## src/rtl/decode_ctrl_pipe.sv

```systemverilog
// RV32I(+M) decode-stage control unit: decodes InstrD into the control bundle,
// registers it into the D/E stage and tracks mul/div occupancy for back-pressure.
module decode_ctrl_pipe #(
  parameter bit ENABLE_M   = 1'b1,
  parameter int MUL_CYCLES = 2,
  parameter int DIV_CYCLES = 33
) (
  input  logic        CLK,
  input  logic        RST,
  input  logic [31:0] InstrD,
  input  logic        ValidD,
  input  logic        StallE,
  input  logic        FlushE,
  output logic        StallD,
  output logic        ValidE,
  output logic        IllegalE,
  output logic        RegWriteE,
  output logic        MemWriteE,
  output logic        JumpE,
  output logic        JumpTypeE,
  output logic        BranchE,
  output logic        ALUSrcE,
  output logic        MulDivE,
  output logic [2:0]  ResultSrcE,
  output logic [2:0]  BranchTypeE,
  output logic [2:0]  ALUControlE,
  output logic [2:0]  ImmSrcE,
  output logic [2:0]  StrobeE,
  output logic [2:0]  MulDivOpE,
  output logic [1:0]  SLTControlE,
  output logic        MdReadyE
);

  localparam int MAX_CYC = (MUL_CYCLES > DIV_CYCLES) ? MUL_CYCLES : DIV_CYCLES;
  localparam int CNT_W   = $clog2(MAX_CYC + 1);
  localparam logic [CNT_W-1:0] MUL_LAST = CNT_W'(MUL_CYCLES - 1);
  localparam logic [CNT_W-1:0] DIV_LAST = CNT_W'(DIV_CYCLES - 1);

  localparam logic [6:0] OP_LOAD = 7'b0000011, OP_IMM = 7'b0010011, OP_AUIPC = 7'b0010111,
                         OP_STORE = 7'b0100011, OP_REG = 7'b0110011, OP_LUI = 7'b0110111,
                         OP_BRANCH = 7'b1100011, OP_JALR = 7'b1100111, OP_JAL = 7'b1101111;
  localparam logic [6:0] F7_BASE = 7'b0000000, F7_ALT = 7'b0100000, F7_MULDIV = 7'b0000001;

  typedef struct packed {
    logic       valid, illegal, reg_write, mem_write, jump, jump_type, branch, alu_src, mul_div;
    logic [2:0] result_src, branch_type, alu_control, imm_src, strobe, mul_div_op;
    logic [1:0] slt_control;
  } ctrl_t;

  typedef enum logic {IDLE, BUSY} state_e;

  ctrl_t               dec, ctrl_d, ctrl_q;
  logic [CNT_W-1:0]    count_d, count_q;
  state_e              state;
  logic                illegal;
  logic [6:0]          opcode, funct7;
  logic [2:0]          funct3;
  logic                unused_instr_bits;

  // {ALUControl, SLTControl} for OP/OP-IMM; alt selects SUB on 000 and SRA on 101.
  function automatic logic [4:0] alu_sel(input logic [2:0] f3, input logic alt);
    case (f3)
      3'b000:  alu_sel = alt ? 5'b001_00 : 5'b000_00;
      3'b001:  alu_sel = 5'b101_00;
      3'b010:  alu_sel = 5'b001_01;
      3'b011:  alu_sel = 5'b001_10;
      3'b100:  alu_sel = 5'b100_00;
      3'b101:  alu_sel = alt ? 5'b110_00 : 5'b111_00;
      3'b110:  alu_sel = 5'b011_00;
      default: alu_sel = 5'b010_00;
    endcase
  endfunction

  assign opcode = InstrD[6:0];
  assign funct3 = InstrD[14:12];
  assign funct7 = InstrD[31:25];
  assign unused_instr_bits = ^{InstrD[24:15], InstrD[11:7]};

  // D stage: combinational decode
  always_comb begin
    dec     = '0;
    illegal = 1'b0;
    case (opcode)
      OP_IMM: begin
        dec.reg_write = 1'b1;
        dec.alu_src   = 1'b1;
        {dec.alu_control, dec.slt_control} = alu_sel(funct3, (funct3 == 3'b101) && InstrD[30]);
        if (funct3 == 3'b001 || funct3 == 3'b101) dec.imm_src = 3'b101;
        if (funct3 == 3'b001 && funct7 != F7_BASE) illegal = 1'b1;
        if (funct3 == 3'b101 && funct7 != F7_BASE && funct7 != F7_ALT) illegal = 1'b1;
      end
      OP_REG: begin
        if (funct7 == F7_MULDIV) begin
          if (ENABLE_M) begin
            dec.mul_div    = 1'b1;
            dec.mul_div_op = funct3;
            dec.reg_write  = 1'b1;
            dec.result_src = 3'b101;
          end else begin
            illegal = 1'b1;
          end
        end else begin
          dec.reg_write = 1'b1;
          {dec.alu_control, dec.slt_control} = alu_sel(funct3, funct7 == F7_ALT);
          if (!(funct7 == F7_BASE ||
                (funct7 == F7_ALT && (funct3 == 3'b000 || funct3 == 3'b101)))) illegal = 1'b1;
        end
      end
      OP_LOAD: begin
        dec.reg_write  = 1'b1;
        dec.result_src = 3'b001;
        dec.alu_src    = 1'b1;
        dec.strobe     = funct3;
      end
      OP_STORE: begin
        dec.mem_write = 1'b1;
        dec.alu_src   = 1'b1;
        dec.imm_src   = 3'b001;
        dec.strobe    = funct3;
      end
      OP_JAL: begin
        dec.reg_write  = 1'b1;
        dec.jump       = 1'b1;
        dec.result_src = 3'b010;
        dec.imm_src    = 3'b011;
      end
      OP_JALR: begin
        dec.reg_write  = 1'b1;
        dec.jump       = 1'b1;
        dec.jump_type  = 1'b1;
        dec.alu_src    = 1'b1;
        dec.result_src = 3'b010;
      end
      OP_BRANCH: begin
        dec.branch      = 1'b1;
        dec.alu_control = 3'b001;
        dec.imm_src     = 3'b010;
        dec.branch_type = funct3;
        if (funct3[2]) dec.slt_control = funct3[1] ? 2'b10 : 2'b01;
        if (funct3 == 3'b010 || funct3 == 3'b011) illegal = 1'b1;
      end
      OP_LUI: begin
        dec.reg_write  = 1'b1;
        dec.result_src = 3'b011;
        dec.imm_src    = 3'b100;
      end
      OP_AUIPC: begin
        dec.reg_write  = 1'b1;
        dec.result_src = 3'b100;
        dec.imm_src    = 3'b100;
      end
      default: illegal = 1'b1;
    endcase
    if (!ValidD) begin
      dec = '0;
    end else if (illegal) begin
      dec         = '0;
      dec.valid   = 1'b1;
      dec.illegal = 1'b1;
    end else begin
      dec.valid = 1'b1;
    end
  end

  assign state = (count_q != '0) ? BUSY : IDLE;

  // D/E boundary: flush beats stall; BUSY counts down even while StallE holds E
  always_comb begin
    ctrl_d  = ctrl_q;
    count_d = count_q;
    if (FlushE) begin
      ctrl_d  = '0;
      count_d = '0;
    end else if (StallE || state == BUSY) begin
      if (state == BUSY) count_d = count_q - 1'b1;
    end else begin
      ctrl_d  = dec;
      count_d = dec.mul_div ? (dec.mul_div_op[2] ? DIV_LAST : MUL_LAST) : '0;
    end
  end

  always_ff @(posedge CLK or posedge RST) begin
    if (RST) begin
      ctrl_q  <= '0;
      count_q <= '0;
    end else begin
      ctrl_q  <= ctrl_d;
      count_q <= count_d;
    end
  end

  assign StallD      = StallE | (state == BUSY);
  assign MdReadyE    = ctrl_q.valid & ctrl_q.mul_div & (state == IDLE);
  assign ValidE      = ctrl_q.valid;
  assign IllegalE    = ctrl_q.illegal;
  assign RegWriteE   = ctrl_q.reg_write;
  assign MemWriteE   = ctrl_q.mem_write;
  assign JumpE       = ctrl_q.jump;
  assign JumpTypeE   = ctrl_q.jump_type;
  assign BranchE     = ctrl_q.branch;
  assign ALUSrcE     = ctrl_q.alu_src;
  assign MulDivE     = ctrl_q.mul_div;
  assign ResultSrcE  = ctrl_q.result_src;
  assign BranchTypeE = ctrl_q.branch_type;
  assign ALUControlE = ctrl_q.alu_control;
  assign ImmSrcE     = ctrl_q.imm_src;
  assign StrobeE     = ctrl_q.strobe;
  assign MulDivOpE   = ctrl_q.mul_div_op;
  assign SLTControlE = ctrl_q.slt_control;

endmodule

```

## config.mk

```make
export PLATFORM = sky130hd
export DESIGN_NAME = decode_ctrl_pipe
export DESIGN_NICKNAME = d
export VERILOG_FILES = /design/src/rtl/decode_ctrl_pipe.sv
export SDC_FILE = /design/constraint.sdc
export NUM_CORES = 1
export LEC_CHECK = 0
export ABC_AREA = 1
export CAP_MARGIN = 20
export CORE_MARGIN = 2
export CORE_UTILIZATION = 41
export DETAILED_ROUTE_END_ITERATION = 8
export PLACE_DENSITY_LB_ADDON = 0.12
export REMOVE_ABC_BUFFERS = 1
export SLEW_MARGIN = 20
export SYNTH_ARGS = -nofsm -noshare
export SYNTH_HDL_FRONTEND = slang
export SYNTH_SLANG_ARGS = --single-unit
```

## constraint.sdc

```tcl
create_clock -name CLK -period 1.8 [get_ports CLK]
set_input_delay 0.36 -clock CLK [delete_from_list [all_inputs] [get_ports CLK]]
set_output_delay 0.36 -clock CLK [all_outputs]
set_load 0.05 [all_outputs]
```

==> impl_summary.md, run 1 <==
CTS
The maximum clock path buffer count is 2. CTS placed an instance of clkbuf_8 at the clock tree root. For the worst-skew pair, the clock arrives at the later sink with an insertion delay of 290 ps. The number of clock buffers inserted by TritonCTS is 5. The number of sinks on the clock net is 35.

TritonCTS built the clock tree. The H-tree generated during clock tree synthesis spans 2 levels. Clock-pin slew was measured on the worst setup and hold paths at 80 ps.

Global routing
The number of global-route vias before repair is 2,145. The first global-routing pass estimated 9.41 mm of wire. Summed over all layers, the global routing overflow is 0. The pin count of the biggest net entering global routing is 36. For this run, the total global-route usage over all layers was measured as 0.223. The number of antenna violations at the first check in global routing is 0.

Floorplan
The core region is 4690 um2. The top-level I/O count is 68. Measured along the x axis, the die boundary spans 73.4 um. The initial core utilization is 0.420. The die is 73.4 um tall. The floorplan step defined a die boundary enclosing 5380 um2. The floorplan has 25 rows.

Setup path
The start point of the critical path is count_q[0]$_DFFE_PP0P_. At the worst endpoint, the required time is 1440 ps. For the worst setup path, the data arrival time is 1560 ps.

The kind of end point of the critical path is an output port. The critical path launch point type is a flop. The setup check on the worst reg-to-reg path leaves a slack of -60 ps. The critical path class is flop to output port. The depth of the worst register-to-register path is 10. The reg-to-reg endpoint is MulDivE$_DFFE_PP0P_. The source of the worst register-to-register timing path is count_q[0]$_DFFE_PP0P_. The most critical setup path has its endpoint at StallD. Of all nets on the critical path, the largest fanout is 3.

Placement
In this run the tool buffered the top-level ports with 52 buffer cells. At the end of routability-driven placement, the weighted congestion stood at 0.894. In this run the cell area measured after placement is 2830 um2.

The worst-case setup slack after placement is -606 ps. The final HPWL from detailed placement is 4.05 mm.

Run
Max-cap violations in this run came to 0.

Timing
Dividing the final minimum period by the clock period gives 1.06. For the final database, setup skew stands at 8.39 ps. Setup repair after global routing could not meet its margin everywhere.

The worst path setup slack after routing is -117 ps. The worst slew margin relative to its limit is 0.704. Setup violations remaining at the end of the flow were counted as 26. At the pin with the least slew margin, the transition time is 444 ps.

The max-slew violation count is 0. Final hold analysis gives a worst-case slack of 472 ps. For this run, the top clock speed supported by timing is 522 MHz. The post-route minimum period is 1920 ps. The final count of hold timing violations is 0.

Detailed routing
In this run the remaining antenna-violating nets after routing total 0. The final route contains 2,245 vias. The total wire length after detailed routing is 5.82 mm.

The count of unresolved DRC violations after routing is 0. The first detailed-routing pass ran for 4 iterations. The via count normalized by instance count is 4.97. The detailed router finished its first iteration with 150 violations. Dividing the detail-routed wire length by the instance count gives 12.9 um.

Finish
After routing the design area is 3200 um2. For this run, the share of the core covered by cells in the final layout is 0.681. The net count of the finished layout is 435. The final antenna diode count is 0. The fraction of final layout cells with drive strength greater than 1 is 0.357. From synthesis to final layout, the design area changed by 62.1%.

Run status
The run finished, with violations left. The checks that failed: setup timing.

Power and ir drop
In this run the power density over the cells is 892 nW/um2. The highest ir drop seen on vdd is 0.517 mV. Summed over all cells, the static leakage comes to 1.74 nW. The final total power is 2.85 mW.

Synth
The number of distinct library cell variants in the gate-level netlist after synthesis is 22. The warning count from the yosys run is 0. In this run, synthesis produced a sequential element count of 35.

The portion of the post-synthesis area used by sequential elements is 0.444. The average instance area after synthesis is 7.17 um2. After synthesis the cells add up to 1970 um2.

Synthesis produced a netlist whose cell count is 275.

Hold path
The class of the most critical hold timing path is input port to asynchronous set/reset pin.
worst max-delay path: stages, from the launching register on:
cell	delay [ps]
dfrtp_1	390
inv_2	90
ha_4	150
nand2_4	60
nor2_4	120
nand2_4	80
nor2_4	110
buf_6	110
inv_4	30
buf_8	140
placed cells by master (no fill, tap or decap), drive strengths merged:
cell | netlist | layout
nand2 | 98 | 98
buf | 3 | 97
dfrtp | 35 | 35
nor2 | 33 | 35
inv | 31 | 31
nand3 | 28 | 28
o21ai | 17 | 17
clkdlybuf4s50 | 0 | 16
nor3 | 9 | 9
a21oi | 7 | 7
clkbuf | 2 | 7
a211oi | 3 | 3
dlygate4sd2 | 0 | 3
nand3b | 2 | 2
nand4 | 2 | 2
dlymetal6s2s | 0 | 2
o41ai | 2 | 2
xnor2 | 1 | 1
o22ai | 1 | 1
ha | 1 | 1
clkinv | 0 | 1
sequential cells by signal, indices dropped and copies added (netlist names), 2 cells and up:
name / count
SLTControlE: 2
StrobeE: 3
count_q: 6
ImmSrcE: 3
ResultSrcE: 3
MulDivOpE: 3
ALUControlE: 3
BranchTypeE: 3
per-stage QoR:
stage | cells | TNS [ps]
2_1_floorplan | 270 | -1700
3_3_place_gp | 426 | -13590
3_5_place_dp | 426 | -14360
4_1_cts | 445 | -1010
5_1_grt | 452 | -3270
6_report | 452 | -922
cells by family (layout without fill, tap and decap cells):
family	Yosys count	in the layout	synth area share
AOI/OAI and AO/OA	30	30	0.0844
xor gates and xnor gates	1	1	0.00444
adders and majority gates	1	1	0.00634
buffers and inverters	36	157	0.0780
DFF	35	35	0.444
and+or+nand+nor	172	174	0.383
cell usage after synthesis:
cell	n	area share
nand2_2	1	0.0032
nor2_2	5	0.016
o22ai_1	1	0.0032
nor2_1	26	0.049
ha_1	1	0.0063
o21ai_0	17	0.043
nor2_4	2	0.011
nand3_1	24	0.061
nand3_2	4	0.020
buf_6	2	0.011
o41ai_1	2	0.0089
nor3_1	9	0.023
clkbuf_1	2	0.0038
a21oi_1	7	0.018
nand2_1	97	0.18
buf_4	1	0.0038
nand4_1	2	0.0063
nand3b_1	2	0.0076
dfrtp_1	35	0.44
xnor2_1	1	0.0044
inv_1	31	0.059
a211oi_1	3	0.011
worst min path at each step:
stage,slack [ps],cells after the start,startpoint,endpoint
after detailed placement,470,2,BranchTypeE[0]$_DFFE_PP0P_,BranchTypeE[0]$_DFFE_PP0P_
after floorplan,450,1,count_q[3]$_DFFE_PP0P_,count_q[3]$_DFFE_PP0P_
after global placement,470,2,BranchE$_DFFE_PP0P_,BranchE$_DFFE_PP0P_
after CTS,480,3,RST,ValidE$_DFFE_PP0P_
final,470,3,RST,ValidE$_DFFE_PP0P_
after global routing,510,2,BranchTypeE[0]$_DFFE_PP0P_,BranchTypeE[0]$_DFFE_PP0P_
power breakdown:
part | total [mW] | switching, mW | internal, mW
logic | 1.39 | 0.711 | 0.675
registers | 0.917 | 0.0604 | 0.857
clock network | 0.548 | 0.277 | 0.272
cell type report:
type	count	area, um2
inverter	31	119
sequential	35	876
tap	54	67.6
fill	391	1500
timing repair buffer	118	967
clock buffer	7	76.3
multi-input combinational	206	1080
clock inverter	1	5.00
timing repair:
item | 4_1_cts | 5_1_grt
pin swaps | 6 | 8
setup buffers | 9 | 7
setup endpoints to repair | 27 | 36
gates cloned | 2 | 0
gates resized for setup | 27 | 23
hold buffers | 0 | 0
per-layer routing:
layer,track usage,routed length (um)
met5,0,0
met4,0.0687,92
met3,0.0453,373
met2,0.370,2800
met1,0.294,2550
Note: power is estimated with default switching activity, not from simulation.
==> run 2: changes to the inputs <==
--- a/config.mk
+++ b/config.mk
@@ -10,6 +10,7 @@
 export CORE_MARGIN = 2
 export CORE_UTILIZATION = 41
 export DETAILED_ROUTE_END_ITERATION = 8
+export GPL_TIMING_DRIVEN = 1
 export PLACE_DENSITY_LB_ADDON = 0.12
 export REMOVE_ABC_BUFFERS = 1
 export SLEW_MARGIN = 20
==> results of run 2 <==
Same layout as run 1: the final DEF is identical, and so are final timing and power.
==> run 3: changes to the inputs <==
--- a/config.mk
+++ b/config.mk
@@ -13,7 +13,7 @@
 export GPL_TIMING_DRIVEN = 1
 export PLACE_DENSITY_LB_ADDON = 0.12
 export REMOVE_ABC_BUFFERS = 1
-export SLEW_MARGIN = 20
+export SLEW_MARGIN = 30
 export SYNTH_ARGS = -nofsm -noshare
 export SYNTH_HDL_FRONTEND = slang
 export SYNTH_SLANG_ARGS = --single-unit
==> results of run 3 <==
Same layout as run 1: the final DEF is identical, and so are final timing and power.
